`src/rtl/proc_io_host.sv`:
```
// Host-side I/O bridge for the floating-point processor: per-port input FIFOs feeding
// a one-hot read strobe, and a tagged output FIFO drained by the host over valid/ready.
module proc_io_host #(
    parameter int unsigned NUIOIN = 4,
    parameter int unsigned NUIOOU = 4,
    parameter int unsigned NBIN   = 19,
    parameter int unsigned NBOUT  = 28,
    parameter int unsigned IDEPTH = 2,
    parameter int unsigned ODEPTH = 8
) (
    input  logic                       clk,
    input  logic                       rst,
    input  logic                       s_valid,
    output logic                       s_ready,
    input  logic [$clog2(NUIOIN)-1:0]  s_port,
    input  logic [NBIN-1:0]            s_data,
    input  logic [NUIOIN-1:0]          req_in,
    output logic [NBIN-1:0]            io_in,
    input  logic [NUIOOU-1:0]          out_en,
    input  logic [NBOUT-1:0]           io_out,
    output logic                       m_valid,
    input  logic                       m_ready,
    output logic [$clog2(NUIOOU)-1:0]  m_port,
    output logic [NBOUT-1:0]           m_data,
    input  logic                       clr_err,
    output logic [NUIOIN-1:0]          underrun,
    output logic                       overflow,
    output logic                       proto_err
);
    localparam int unsigned PWI = $clog2(NUIOIN);
    localparam int unsigned PWO = $clog2(NUIOOU);
    localparam int unsigned IAW = $clog2(IDEPTH);
    localparam int unsigned OAW = $clog2(ODEPTH);
    localparam logic [IAW:0] IPTR_ONE = (IAW+1)'(1);
    localparam logic [OAW:0] OPTR_ONE = (OAW+1)'(1);

    // Input path state
    logic [NBIN-1:0]   imem [NUIOIN][IDEPTH];
    logic [IAW:0]      iwp  [NUIOIN];
    logic [IAW:0]      irp  [NUIOIN];
    logic [NBIN-1:0]   last [NUIOIN];
    logic [NUIOIN-1:0] iempty, ifull;

    logic              s_push;
    logic              rd_hit, rd_pop, rd_multi;
    logic [PWI-1:0]    rd_sel;
    logic [NUIOIN-1:0] und_set;

    // Output path state
    logic [NBOUT-1:0]  odata [ODEPTH];
    logic [PWO-1:0]    oport [ODEPTH];
    logic [OAW:0]      owp, orp;
    logic              oempty, ofull;
    logic              o_req, o_push, o_pop, o_drop, wr_multi;
    logic [PWO-1:0]    wr_sel;

    always_comb begin
        for (int k = 0; k < int'(NUIOIN); k++) begin
            iempty[k] = (iwp[k] == irp[k]);
            ifull[k]  = (iwp[k][IAW] != irp[k][IAW]) &&
                        (iwp[k][IAW-1:0] == irp[k][IAW-1:0]);
        end
    end

    assign s_ready = !ifull[s_port];
    assign s_push  = s_valid & s_ready;

    // Lowest set bit of the read strobe wins
    always_comb begin
        rd_hit = 1'b0;
        rd_sel = '0;
        for (int i = int'(NUIOIN) - 1; i >= 0; i--) begin
            if (req_in[i]) begin
                rd_hit = 1'b1;
                rd_sel = PWI'(i);
            end
        end
    end

    assign rd_multi = |(req_in & (req_in - NUIOIN'(1)));
    assign rd_pop   = rd_hit & !iempty[rd_sel];

    always_comb begin
        io_in   = '0;
        und_set = '0;
        if (rd_hit) begin
            if (iempty[rd_sel]) begin
                io_in           = last[rd_sel];
                und_set[rd_sel] = 1'b1;
            end else begin
                io_in = imem[rd_sel][irp[rd_sel][IAW-1:0]];
            end
        end
    end

    always_ff @(posedge clk) begin
        if (s_push) imem[s_port][iwp[s_port][IAW-1:0]] <= s_data;
    end

    always_ff @(posedge clk or negedge rst) begin
        if (!rst) begin
            for (int k = 0; k < int'(NUIOIN); k++) begin
                iwp[k]  <= '0;
                irp[k]  <= '0;
                last[k] <= '0;
            end
        end else begin
            for (int k = 0; k < int'(NUIOIN); k++) begin
                if (s_push && s_port == PWI'(k)) iwp[k] <= iwp[k] + IPTR_ONE;
                if (rd_pop && rd_sel == PWI'(k)) begin
                    irp[k]  <= irp[k] + IPTR_ONE;
                    last[k] <= imem[k][irp[k][IAW-1:0]];
                end
            end
        end
    end

    // Output FIFO: write-side tag is the lowest set strobe bit
    always_comb begin
        wr_sel = '0;
        for (int i = int'(NUIOOU) - 1; i >= 0; i--) begin
            if (out_en[i]) wr_sel = PWO'(i);
        end
    end

    assign oempty   = (owp == orp);
    assign ofull    = (owp[OAW] != orp[OAW]) && (owp[OAW-1:0] == orp[OAW-1:0]);
    assign wr_multi = |(out_en & (out_en - NUIOOU'(1)));
    assign o_req    = |out_en;
    assign o_pop    = !oempty & m_ready;
    assign o_push   = o_req & (!ofull | o_pop);
    assign o_drop   = o_req & !o_push;

    // Head is gated to zero when empty so unwritten storage never leaks out
    assign m_valid = !oempty;
    assign m_port  = oempty ? '0 : oport[orp[OAW-1:0]];
    assign m_data  = oempty ? '0 : odata[orp[OAW-1:0]];

    always_ff @(posedge clk) begin
        if (o_push) begin
            odata[owp[OAW-1:0]] <= io_out;
            oport[owp[OAW-1:0]] <= wr_sel;
        end
    end

    always_ff @(posedge clk or negedge rst) begin
        if (!rst) begin
            owp <= '0;
            orp <= '0;
        end else begin
            if (o_push) owp <= owp + OPTR_ONE;
            if (o_pop)  orp <= orp + OPTR_ONE;
        end
    end

    // Sticky flags; a new event in the clearing cycle keeps the flag set
    always_ff @(posedge clk or negedge rst) begin
        if (!rst) begin
            underrun  <= '0;
            overflow  <= 1'b0;
            proto_err <= 1'b0;
        end else begin
            underrun  <= (clr_err ? '0   : underrun)  | und_set;
            overflow  <= (clr_err ? 1'b0 : overflow)  | o_drop;
            proto_err <= (clr_err ? 1'b0 : proto_err) | rd_multi | wr_multi;
        end
    end
endmodule

```
`config.mk`:
```
export PLATFORM = sky130hd
export DESIGN_NAME = proc_io_host
export DESIGN_NICKNAME = d
export VERILOG_FILES = /design/src/rtl/proc_io_host.sv
export SDC_FILE = /design/constraint.sdc
export NUM_CORES = 1
export LEC_CHECK = 0
export ABC_AREA = 1
export CORE_UTILIZATION = 40
export CTS_BUF_LIST = sky130_fd_sc_hd__clkbuf_4 sky130_fd_sc_hd__clkbuf_8
export CTS_CLUSTER_SIZE = 8
export DETAILED_ROUTE_END_ITERATION = 10
export MAX_ROUTING_LAYER = met4
export SYNTH_ARGS = -nofsm -noshare
export SYNTH_HDL_FRONTEND = slang
export SYNTH_SLANG_ARGS = --single-unit
export TNS_END_PERCENT = 20
```
`constraint.sdc`:
```
create_clock -name clk -period 4.85 [get_ports clk]
set_input_delay 0.7275 -clock clk [delete_from_list [all_inputs] [get_ports clk]]
set_output_delay 0.7275 -clock clk [all_outputs]
set_load 0.005 [all_outputs]
```
# After elaboration in Yosys (flattened, before gate mapping)
# Memory sizes are Yosys's and may differ from the RTL's.
# Cells that the tools add are included.
# W data, S select, Z words.
# totals
regBits	106
mem_bits_rw	392
in_bits	62
wordCells	167
mem_count	3
# memory_table
memory	words	width	read_ports	rd_ports_with_merged_regs	wr	line_no	rtl
odata	8	28	1	0	1	50	logic [NBOUT-1:0] odata [ODEPTH];
imem	4	38	5	0	1	38	logic [NBIN-1:0] imem [NUIOIN][IDEPTH];
oport	8	2	1	0	1	51	logic [PWO-1:0] oport [ODEPTH];
# op_classes
addsub	12
magnitude_cmp	12
n_eq_ne	21
mux	57
bitwise	20
n_reduce_logical	25
# ops
operator	n
$mux W19	20
$bmux W19 S2	1
$mux W38	1
$mux W28	1
$demux W19 S1	1
$mux W2	9
$add A2 B1 Y2 const B	8
$mux W1	16
$logic_and A1 B1 Y1	15
$ge A2 B2 Y1 const B	6
$mux W4	3
$not A1 Y2	6
$reduce_or A4 Y1	3
$add A4 B1 Y4 const B	2
$and A4 B4 Y4	2
$bmux W2 S2	2
$eq A2 B2 Y1	4
$eq A2 B2 Y1 const B	4
$sub A4 B1 Y4 const B	2
$ge A3 B3 Y1 const B	2
$lt A2 B3 Y1 const B	2
$not A2 Y3	2
$and A1 B1 Y1	5
$logic_not A1 Y1	5
other kinds (12)	25

# Longest topological paths before layout
# logic_depth
ltp_word	14
ltp_mapped	14
ltp_nobuf	12

# Worst setup path after synthesis
# Ideal clock, no wire load.
# synth_timing
kind	register to register
start	reg orp[0]
end	mem odata[6][0], enable pin
setup_time_ns	0.455
t_arrival_ns	3.349
required_ns	4.395
path_slack_ns	1.047
stages_incl_launch_ff	11
n_path_buf	1
synth_period_minus_slack_ns	3.803
path_cell_list	dfrtp_1 -> inv_1 -> buf_2 -> nand2_1 -> nand4_1 -> nor2_1 -> nand2_1 -> nand2_1 -> inv_1 -> nand2_1 -> nor3_1
# synth_via
elab_chain_len	7
# synth_lines
item	line_no	rtl
from (decl)	52	logic [OAW:0] owp, orp;
from (signal assigned)	152	if (o_pop) orp <= orp + OPTR_ONE;
$eq A4 B4 Y1 / $eq A3 B3 Y1 (equally long branches)	126, 127	
$logic_not A1 Y1 / $logic_and A1 B1 Y1 (equally long branches)	130, 127	
$and A1 B1 Y1 / $logic_not A1 Y1 (equally long branches)	130, 131	
$or A1 B1 Y1 *	131	assign o_push = o_req & (!ofull | o_pop);
$and A1 B1 Y1 *	131	
$mux W1 *	140	if (o_push) begin
$mux W1 (implied by the code) *	141	odata[owp[OAW-1:0]] <= io_out;
to (decl)	50	
# Mark *: on every way between the ends. The rest lies on a longest branch, timed or not.

# Worst setup path after layout
# layout_timing
start	in req_in[0]
end	out io_in[18]
# layout_via
elab_chain_len	11
# layout_lines
item	line_no	rtl
from (decl)	17	input logic [NUIOIN-1:0] req_in,
$mux W2	73	if (req_in[i]) begin
$not A2 Y3 (implied by the code)	88, 91	
$bmux W2 S2	91	io_in = imem[rd_sel][irp[rd_sel][IAW-1:0]];
$mux W1 (implied by the code) (2 in series)	91	
$not A1 Y2 (implied by the code)	91	
$mux W19 (implied by the code) (3 in series)	91	
$mux W19	87	if (iempty[rd_sel]) begin
$mux W19 *	86	if (rd_hit) begin
to (decl)	18	output logic [NBIN-1:0] io_in,
# Mark *: on every way between the ends. The rest lies on a longest branch, timed or not. The select of a mux whose other input is x is not followed.

==> key figures <==
Critical path
  – Critical Path Sink Type: output pin
  – CP Buf/Inv Count: 6
  – Worst r2r dst: odata[0][19]
  – Most common cell type on the critical path: nand2_1
  – Worst EP required: 4.12 ns
  – R2R cell count: 10
  – Crit path launch type: primary input
  – Crit path max-delay family: buffers and inverters
  – Worst R2R Setup Slack: 1.66 ns
  – Worst path max stage delay: 0.58 ns
  – WS Path Type: primary input to output pin
  – Critical Path AT: 3.66 ns
  – Cell breakdown of the critical path: clkdlybuf4s50_1 > inv_2 > nand2_2 > nor2_4 > buf_4 > nand2_1 > nand2_1 > inv_1 > nand2_1 > inv_2 > nand2_1 > nand2_1 > a21oi_1 > clkdlybuf4s50_1
  – Slowest-stage cell, CP: clkdlybuf4s50_1
  – Critical-path maximum fanout: 28
  – FF-to-FF Start: orp[0]

Route
  – DR WL/cell: 18.6 um
  – TritonRoute pass-1 iters: 5
  – DR vias/cell: 5.10
  – Routed wire length: about 57,000 um
  – Vias: 15,500
  – Iter 0 DRT Violations: 1,202
  – Detail Route Antenna Nets: 0
  – DRC: 0

STA
  – Period Utilization, post-route: 90.5%
  – Final hold vios: 0
  – RSZ-0062 raised after global routing: false
  – Rel. slew slack: just under 30%
  – Max Clock Freq: 228 MHz
  – Max Slew Vio Count: 0
  – Setup violators final: 0
  – PnR worst setup slack: between 0.4 and 0.5 ns
  – Final Skew: 0.0436 ns
  – Crit path time final: 4.39 ns
  – Total negative slack: 0 ns
  – Slew @ Worst Pin: 1.05 ns

Clocking
  – CTS Buf Count: 84
  – CTS tree: built
  – CTS sink cnt: 498
  – Cts repair resizes: 0
  – Cts hold-fix bufs: 0
  – Clk slew on worst S/H paths: 0.06 ns
  – CTS root buf: clkbuf_8
  – Clock tree buffer depth: 3
  – Setup Buffers After CTS: 0
  – CTS H-tree lvls: 3
  – Clk_lat worst skew: 0.67 ns

Worst hold path
  – Hold Path Class: primary input to async pin

Synth
  – Seq/Total Area, Yosys: 66.0%
  – Synthesized flop and latch total: 498
  – Post-Syn Instances: 2,143
  – Top_reg_cell synth: edfxtp_1
  – Yosys warns: 0
  – Largest family of logic cells by synthesized area: simple AND/OR/NAND/NOR gates
  – Syn avg cell area: 10.2 um2
  – Syn nets: 2,207
  – Share of flip-flops with an asynchronous set or reset: 21.3%
  – Post-synthesis mux area share: 1.65%
  – Post-synth EDFFs: 392
  – Yosys cell types: 33
  – Xor/xnor share of the synthesized area: 0.802%
  – Syn Std Cell Area: between 20,000 and 25,000 um2
  – Simple-gate share of the synthesized area: 16.3%
  – Synth Area in Compound Gates: a little under a tenth
  – Adder-cell share of the synthesized area: less than 1%

Die
  – Core area: ~54,000 um2
  – Core Rows: 85
  – Die W: 236 um
  – Die area: 55,500 um2
  – Top-Level Pins: about 120
  – Die Span Y: 236 um
  – Starting density of the core: 40.5%

Run
  – Maxcap violations: 0

GRT
  – Total GRT Usage: 21.2%
  – Vias in the first global route: 15,300
  – Pin count of the biggest net entering global routing: 64
  – First-pass GRT wire length: ~87,000 um
  – Grt ovf: 0
  – Initial antenna violation count: 0

Cells and area
  – Diodes inserted: 0
  – Design area: ~26,000 um2
  – Multi-input gate area: ~6200 um2
  – FF+latch area: 14,400 um2
  – Fill cells: 4,874
  – Area grow syn2layout: 17.1%
  – Final #Nets: 2,339
  – Layout cell share with drive strength beyond 1: 9.48%

Place
  – Routability cong.: 0.865
  – Dpl hpwl: 34,100 um
  – Area after DPL: 23,900 um2
  – Number of buffers added on ports: about 120
  – Pre-CTS WS: 0.528 ns

Power
  – Leakage: 10.4 nW
  – Power Dens Cells: 595 nW/um2
  – Max IR drop VDD: ~0.33 mV

Run status
  – Outcome: finished clean
-- registers in the layout, indices dropped and copies added, names as in the netlist --
signal     count
imem         152
proto_err      1
underrun       4
oport         16
orp            4
irp            8
overflow       1
last          76
iwp            8
odata        224
owp            4
-- cells by family after synthesis --
family	count (synthesis)
AOI/OAI and AO/OA	361
xor gates and xnor gates	20
adders and majority gates	2
buffers and inverters	339
DFF	498
muxes	36
and+or+nand+nor	887
-- worst max-delay path by stage --
stage	slack (ns)	cells after the start	to	start
after floorplan	1.05	10	odata[6][0]	orp[0]
after global placement	0.57	14	io_in[18]	req_in[0]
after detailed placement	0.53	14	io_in[18]	req_in[0]
after CTS	0.50	14	io_in[18]	req_in[0]
after global routing	0.37	14	io_in[18]	req_in[0]
final	0.46	14	io_in[18]	req_in[0]
-- synthesized netlist by cell type, drive strengths merged (2+ instances only) --
library cell	n	area share (%)
a21oi	22	0.50
a31oi	36	1.0
buf	43	0.95
clkbuf	74	1.3
clkinv	3	0.052
dfrtp	106	12
edfxtp	392	54
ha	2	0.11
inv	219	3.8
mux2i	36	1.6
nand2	534	9.3
nand3	120	2.9
nand4	8	0.23
nor2	222	3.8
nor3	2	0.046
o211ai	33	1.1
o21ai	233	5.3
o22ai	35	1.0
xnor2	9	0.36
xor2	11	0.44
-- final cells by class --
| cell class | instances | share of cell area, % |
|---|---|---|
| Tap cell | 696 | 3.40 |
| Inverter | 222 | 3.26 |
| Sequential cell | 498 | 56.4 |
| Multi-Input combinational cell | 1306 | 24.2 |
| Clock buffer | 128 | 6.15 |
| Timing Repair Buffer | 163 | 5.98 |
| Clock inverter | 24 | 0.626 |
-- cells in the final DEF (no fill, tap or decap), types with 2 or more instances in the layout --
cell type	instances
xnor2_1	9
clkbuf_8	98
a21oi_1	22
nor2_4	11
inv_8	2
nand2_2	6
buf_4	45
nand4_1	8
o22ai_1	35
nand3_2	2
nand2_1	527
o21ai_0	213
nand3_1	117
ha_1	2
clkinv_8	2
nor2_2	2
clkinv_1	11
clkdlybuf4s50_1	117
a31oi_1	36
inv_2	6
nor2_1	209
mux2i_1	36
o211ai_1	33
o21ai_1	20
clkinv_2	8
xor2_1	11
clkbuf_4	30
dfrtp_1	104
inv_1	214
edfxtp_1	392
-- where the power goes --
part | switching [mW] | total [mW] | internal, mW
clock | 1.70 | 3.79 | 2.09
sequential | 0.381 | 6.08 | 5.70
combinational | 3.32 | 5.36 | 2.04
total | 5.40 | 15.2 | 9.83
-- metal layers --
metal | global-route usage [%] | vias up | routed length, um
met1 | 25.4 | 7435 | 23500
met5 | - | - | 0
met2 | 35.6 | 461 | 28500
met4 | 8.06 | 0 | 1460
li1 | - | 7490 | -
met3 | 3.76 | 100 | 3180
-- through the flow --
step           hold slack [ns]  std cells  util (%)  total power [mW]
6_report                 0.124       3037      47.4              15.2
5_1_grt                  0.149       3037      47.4              16.2
4_1_cts                 0.0959       3037      47.4              15.4
3_5_place_dp             0.468       2885      44.2              11.6
3_3_place_gp             0.465       2885      44.2              11.5
2_1_floorplan            0.432       2143         -              9.16
No activity file was read; power rests on OpenSTA's default activity.
